<file path="config.mk">
export PLATFORM = sky130hd
export DESIGN_NAME = seq_detect_ctrl_flat
export DESIGN_NICKNAME = d
export VERILOG_FILES = /design/src/rtl/seq_det_pkg.sv /design/src/rtl/seq_detect_ctrl_if.sv /design/src/rtl/seq_match_core.sv /design/src/rtl/seq_detect_ctrl.sv /design/src/flat_wrapper.sv
export SDC_FILE = /design/constraint.sdc
export NUM_CORES = 1
export LEC_CHECK = 0
export ABC_AREA = 1
export CAP_MARGIN = 0
export CORE_MARGIN = 1
export CORE_UTILIZATION = 29
export DETAILED_ROUTE_END_ITERATION = 10
export PLACE_DENSITY = 0.52
export SLEW_MARGIN = 40
export SYNTH_ARGS = -nofsm -noshare
export SYNTH_HDL_FRONTEND = slang
export SYNTH_SLANG_ARGS = --single-unit
export TNS_END_PERCENT = 50
</file>
<file path="constraint.sdc">
create_clock -name clk -period 3.9 [get_ports clk]
set_input_delay 0.78 -clock clk [delete_from_list [all_inputs] [get_ports clk]]
set_output_delay 0.78 -clock clk [all_outputs]
set_load 0.05 [all_outputs]
</file>
<file path="src/rtl/seq_det_pkg.sv">
// rtl/seq_det_pkg.sv - shared FSM state type and default widths for the sequence detector
package seq_det_pkg;

  localparam int PAT_W_DEF = 8;
  localparam int CNT_W_DEF = 8;

  typedef enum logic [1:0] {
    ST_IDLE = 2'd0,
    ST_RUN  = 2'd1,
    ST_DONE = 2'd2
  } state_t;

endpackage

</file>
<file path="src/rtl/seq_detect_ctrl_if.sv">
// rtl/seq_detect_ctrl_if.sv - serial bit stream handshake between source and detector
interface seq_detect_ctrl_if;

  logic in_valid;
  logic in_bit;
  logic in_ready;

  modport master (output in_valid, output in_bit, input in_ready);
  modport slave  (input in_valid, input in_bit, output in_ready);

endinterface

</file>
<file path="src/rtl/seq_match_core.sv">
// rtl/seq_match_core.sv - history shift register, fill counter and masked pattern compare
module seq_match_core
  import seq_det_pkg::*;
#(
  parameter int PAT_W = PAT_W_DEF,
  parameter int LEN_W = $clog2(PAT_W) + 1
) (
  input  logic             clk,
  input  logic             rst_n,
  input  logic             clear,
  input  logic             shift_en,
  input  logic             in_bit,
  input  logic [PAT_W-1:0] pattern,
  input  logic [LEN_W-1:0] len,
  input  logic             overlap,
  output logic             hit
);

  logic [PAT_W-1:0] hist;
  logic [PAT_W-1:0] hist_nx;
  logic [PAT_W-1:0] mask;
  logic [LEN_W-1:0] fill;
  logic [LEN_W-1:0] fill_nx;

  // hit is evaluated on the post-shift view so the top can register it on the accepting edge
  always_comb begin
    hist_nx = {hist[PAT_W-2:0], in_bit};
    fill_nx = (fill >= len) ? len : fill + 1'b1;
    mask    = '0;
    for (int i = 0; i < PAT_W; i++) begin
      mask[i] = (i < int'(len));
    end
    hit = shift_en && (fill_nx == len) && ((hist_nx & mask) == (pattern & mask));
  end

  always_ff @(posedge clk or negedge rst_n) begin
    if (!rst_n) begin
      hist <= '0;
      fill <= '0;
    end else if (clear) begin
      hist <= '0;
      fill <= '0;
    end else if (shift_en) begin
      hist <= hist_nx;
      fill <= (hit && !overlap) ? '0 : fill_nx;
    end
  end

endmodule

</file>
<file path="src/rtl/seq_detect_ctrl.sv">
// rtl/seq_detect_ctrl.sv - run-control FSM and match counter around the serial pattern matcher
module seq_detect_ctrl
  import seq_det_pkg::*;
#(
  parameter int PAT_W = PAT_W_DEF,
  parameter int CNT_W = CNT_W_DEF
) (
  input  logic                   clk,
  input  logic                   rst_n,
  input  logic [PAT_W-1:0]       cfg_pattern,
  input  logic [$clog2(PAT_W):0] cfg_len,
  input  logic                   cfg_overlap,
  input  logic [CNT_W-1:0]       cfg_target,
  input  logic                   start,
  input  logic                   abort,
  seq_detect_ctrl_if.slave       stream,
  output logic                   match,
  output logic [CNT_W-1:0]       match_cnt,
  output logic                   busy,
  output logic                   done,
  output logic                   cfg_err
);

  localparam int LEN_W = $clog2(PAT_W) + 1;

  state_t           state;
  state_t           state_d;
  logic [PAT_W-1:0] sh_pattern;
  logic [LEN_W-1:0] sh_len;
  logic             sh_overlap;
  logic [CNT_W-1:0] sh_target;
  logic [CNT_W-1:0] cnt_d;
  logic [CNT_W-1:0] cnt_sat;
  logic             match_d;
  logic             cfg_err_d;
  logic             load;
  logic             shift_en;
  logic             hit;
  logic             len_ok;

  assign len_ok  = (cfg_len != '0) && (cfg_len <= LEN_W'(PAT_W));
  assign cnt_sat = (&match_cnt) ? match_cnt : match_cnt + 1'b1;

  seq_match_core #(
    .PAT_W (PAT_W),
    .LEN_W (LEN_W)
  ) u_core (
    .clk      (clk),
    .rst_n    (rst_n),
    .clear    (load),
    .shift_en (shift_en),
    .in_bit   (stream.in_bit),
    .pattern  (sh_pattern),
    .len      (sh_len),
    .overlap  (sh_overlap),
    .hit      (hit)
  );

  always_ff @(posedge clk or negedge rst_n) begin
    if (!rst_n) begin
      state <= ST_IDLE;
    end else begin
      state <= state_d;
    end
  end

  // abort wins over everything, so a bit offered on the abort cycle never reaches the core
  always_comb begin
    state_d   = state;
    cnt_d     = match_cnt;
    match_d   = 1'b0;
    cfg_err_d = 1'b0;
    load      = 1'b0;
    shift_en  = 1'b0;
    case (state)
      ST_IDLE, ST_DONE: begin
        if (abort) begin
          state_d = ST_IDLE;
        end else if (start) begin
          if (len_ok) begin
            load    = 1'b1;
            cnt_d   = '0;
            state_d = ST_RUN;
          end else begin
            cfg_err_d = 1'b1;
          end
        end
      end
      ST_RUN: begin
        if (abort) begin
          state_d = ST_IDLE;
        end else if (stream.in_valid && stream.in_ready) begin
          shift_en = 1'b1;
          if (hit) begin
            match_d = 1'b1;
            cnt_d   = cnt_sat;
            if ((sh_target != '0) && (cnt_sat == sh_target)) begin
              state_d = ST_DONE;
            end
          end
        end
      end
      default: state_d = ST_IDLE;
    endcase
  end

  always_ff @(posedge clk or negedge rst_n) begin
    if (!rst_n) begin
      sh_pattern      <= '0;
      sh_len          <= '0;
      sh_overlap      <= 1'b0;
      sh_target       <= '0;
      match_cnt       <= '0;
      match           <= 1'b0;
      cfg_err         <= 1'b0;
      busy            <= 1'b0;
      done            <= 1'b0;
      stream.in_ready <= 1'b0;
    end else begin
      if (load) begin
        sh_pattern <= cfg_pattern;
        sh_len     <= cfg_len;
        sh_overlap <= cfg_overlap;
        sh_target  <= cfg_target;
      end
      match_cnt       <= cnt_d;
      match           <= match_d;
      cfg_err         <= cfg_err_d;
      busy            <= (state_d == ST_RUN);
      done            <= (state_d == ST_DONE);
      stream.in_ready <= (state_d == ST_RUN);
    end
  end

endmodule

</file>
<file path="src/flat_wrapper.sv">
// flat-port wrapper written by rule: the top's interface ports become plain ports
module seq_detect_ctrl_flat import seq_det_pkg::*;
#(
  parameter int PAT_W = PAT_W_DEF,
  parameter int CNT_W = CNT_W_DEF
)
  (clk, rst_n, cfg_pattern, cfg_len, cfg_overlap, cfg_target, start, abort, match, match_cnt, busy, done, cfg_err, stream_in_valid, stream_in_bit, stream_in_ready);
  seq_detect_ctrl_if stream_i ();
  input  logic clk;
  input  logic rst_n;
  input  logic [PAT_W-1:0] cfg_pattern;
  input  logic [$clog2(PAT_W):0] cfg_len;
  input  logic cfg_overlap;
  input  logic [CNT_W-1:0] cfg_target;
  input  logic start;
  input  logic abort;
  output logic match;
  output logic [CNT_W-1:0] match_cnt;
  output logic busy;
  output logic done;
  output logic cfg_err;
  input wire logic [$bits(stream_i.in_valid)-1:0] stream_in_valid;
  input wire logic [$bits(stream_i.in_bit)-1:0] stream_in_bit;
  output wire logic [$bits(stream_i.in_ready)-1:0] stream_in_ready;
  assign stream_i.in_valid = stream_in_valid;
  assign stream_i.in_bit = stream_in_bit;
  assign stream_in_ready = stream_i.in_ready;
  seq_detect_ctrl #(.PAT_W(PAT_W), .CNT_W(CNT_W)) u_core (.clk(clk), .rst_n(rst_n), .cfg_pattern(cfg_pattern), .cfg_len(cfg_len), .cfg_overlap(cfg_overlap), .cfg_target(cfg_target), .start(start), .abort(abort), .stream(stream_i), .match(match), .match_cnt(match_cnt), .busy(busy), .done(done), .cfg_err(cfg_err));
endmodule
</file>
==> impl_metrics.toml <==
[placed_design]
gp_congestion = 0.806
hpwl_um = 4540
numPortBuffers = 39

[drt]
first_pass_iters = 4
drtIter0Drc = 124
wl_um = 6100
viasPerCell = 4.68
drc_errors = 0
postRouteAntennaNets = 0
vias = 2357
routedWlPerCell_um = 12.1

[sta]
rsz0062_at_grt = "false"
period_share_pct = 62.5
fin_worst_skew_ns = 0.00945
slew_viol_final = 0
hold_violations = 0
setup_violations = 0
worstMarginPinSlew_ns = 0.594
fin_tns_setup_ns = 0
period_needed_ns = 2.44
timing.max_slew.rel_slack_pct = 60.4
fmax_mhz = 410

[setup_path]
cp_slowest_cell = "clkdlybuf4s50_1"
path_buf_inv = 1
cp_max_fo = 7
path_depth = 1
r2r_cells = 15
critPathMaxStageDelay_ns = 0.86
crit_family = "buffers and inverters"
critPathKind = "flop to primary output"
path_cells = "clkdlybuf4s50_1"
crit_required_ns = 3.12
start_kind = "flop"
crit_arrival_ns = 1.66
cp-end-kind = "primary output"

[finish]
syn2layout_area_growth_pct = 23.2
finalNetCount = 428
postLayoutCoreUtil_pct = 37.5
drive_gt1_share_pct = 9.09
diodes = 0

[power_and_ir_drop]
seq_power_share_pct = 44.1
total_power_mw = 1.36
net-switching-power_mw = 0.429
ir_drop_uv = 143
p_leak_nw = 1.70
p_clk_share_pct = 31.7
combPwrFrac_pct = 24.2
p_sw_share_pct = 31.5
intPower_mw = 0.934
powerDensity_nw_per_um2 = 409

[clock_network]
clock_sinks = 46
post-cts-setup-buffers = 0
cts-root-buf = "clkbuf_8"
clk_pin_slew_ns = 0.09
worstSkewPairLatency_ns = 0.30
cts_made_buffers = 5
htree_levels = 2
cts_hold_buf = 0
cts_tree = "done"
clk_path_buf_depth = 2
cts_resized = 0

[floorplan]
die_h_um = 98.6
die_area_um2 = 9730
rows = 34
core_um2 = 8890
fp.dieW_um = 98.6
initial_core_util_pct = 30.5
io-pin-count = 40

[logic_synthesis]
synth_seq_cells = 46
synth_area_um2 = 2710
syn-mean-instance-area_um2 = 7.61
yosysWarnings = 0
yosysUniqueCellTypes = 31
synth_nets = 389
ys_seq_area_share_pct = 42.5
postSynthCellCount = 356

[grt]
grt_pass1_vias = 2099
grt_use_total_pct = 13.2
grt_max_degree = 47
antenna_found_initial = 0
grt_first_pass_wirelength_um = 10300
grt-ovfl-total = 0

[job]
drv_cap = 0

[run_status]
status = "complete, no violations"

[hold_path]
hold_path.class = "primary input to async pin"
-- power by group through the flow --
stage	Clock, mW	Sequential, mW	Combinational, mW
after floorplan	0	0.609	0.225
after global placement	0	0.611	0.330
after detailed placement	0	0.611	0.332
after CTS	0.445	0.601	0.334
after global routing	0.470	0.610	0.376
final	0.433	0.600	0.330
-- layout make-up --
cell class	instances	area, um2
clock buffer	5	68.8
clock inverter	3	68.8
fill	939	5560
inverter	48	180
multi-input combinational	253	1330
sequential	46	1150
tap	108	135
timing repair buffer	41	403
-- cells in the final DEF, fill, tap and decap left out --
| cell type | instances |
|---|---|
| nand3_1 | 36 |
| dfrtp_1 | 46 |
| xnor3_1 | 1 |
| o21ai_2 | 1 |
| bufinv_16 | 2 |
| a22oi_1 | 7 |
| a21oi_1 | 21 |
| ha_1 | 6 |
| inv_1 | 42 |
| xnor2_1 | 6 |
| nand2_4 | 2 |
| nor3_1 | 1 |
| o21ai_1 | 1 |
| inv_2 | 6 |
| buf_4 | 3 |
| nand3b_1 | 2 |
| nand2_1 | 98 |
| nor2_2 | 7 |
| o21ai_0 | 7 |
| a21oi_2 | 1 |
| clkdlybuf4s50_1 | 38 |
| nand3_2 | 2 |
| clkinv_4 | 1 |
| xor2_1 | 6 |
| nand2_2 | 5 |
| nor4_1 | 2 |
| nand4_1 | 2 |
| clkbuf_8 | 5 |
| mux2_1 | 5 |
| nor2_1 | 31 |
| a21boi_2 | 1 |
| o21bai_1 | 2 |
-- through the flow --
stage | hold slack, ns | instances | area (um2) | setup slack [ns]
4_1_cts | 0.496 | 504 | 3330 | 1.45
3_5_place_dp | 0.508 | 496 | 3200 | 1.18
5_1_grt | 0.516 | 504 | 3330 | 1.27
6_report | 0.475 | 504 | 3330 | 1.46
2_1_floorplan | 0.477 | 356 | 2710 | 1.84
3_3_place_gp | 0.497 | 496 | 3190 | 1.21
-- registers in the layout, indices dropped and copies added (netlist names), 2 cells and up --
| register | count |
|---|---|
| u_core.u_core.hist | 7 |
| u_core.match_cnt | 8 |
| u_core.state | 2 |
| u_core.sh_pattern | 8 |
| u_core.sh_len | 4 |
| u_core.sh_target | 8 |
| u_core.u_core.fill | 4 |
-- final timing paths --
kind	from	endpoint	slack, ns
max	u_core.match_cnt[2]	match_cnt[2]	1.46
min in group clk	u_core.u_core.hist[6]	u_core.u_core.hist[6]	0.53
max in group asynchronous	rst_n	u_core.u_core.hist[5]	3.03
min reg2reg	u_core.u_core.hist[6]	u_core.u_core.hist[6]	0.53
max reg2reg	u_core.sh_len[3]	u_core.match_cnt[6]	1.69
min	rst_n	u_core.match_cnt[0]	0.48
-- layer usage --
metal	vias to the layer above	share of wire [%]	track usage, %
li1	1216	-	-
met1	1081	53	19.9
met2	55	42	19.2
met3	5	4.0	2.41
met4	0	1.2	3.79
met5	-	0	0
-- Yosys cell counts, drive strengths merged --
master / instances / share of area [%]
nor4: 2 / 0.46
xnor3: 1 / 0.83
ha: 6 / 2.8
a21boi: 1 / 0.42
nand4: 2 / 0.46
nor2: 38 / 5.9
inv: 48 / 6.7
a21oi: 22 / 4.2
xor2: 6 / 1.9
xnor2: 6 / 1.9
dfrtp: 46 / 43
mux2: 5 / 2.1
o21bai: 2 / 0.55
nand3b: 2 / 0.55
nor3: 1 / 0.18
o21ai: 9 / 1.8
clkbuf: 4 / 0.55
nand3: 38 / 7.4
a22oi: 7 / 1.9
buf: 5 / 1.2
nand2: 105 / 16
-- cells by family after synthesis --
kind of cell | synth area share (%)
AO/OA/AOI/OAI | 8.92
XOR/XNOR | 4.71
adder cells (fa/ha/maj) | 2.77
buffers and inverters | 8.46
flip-flops | 42.5
multiplexers | 2.08
AND/OR/NAND/NOR | 30.5
(Power assumes the default switching activity.)
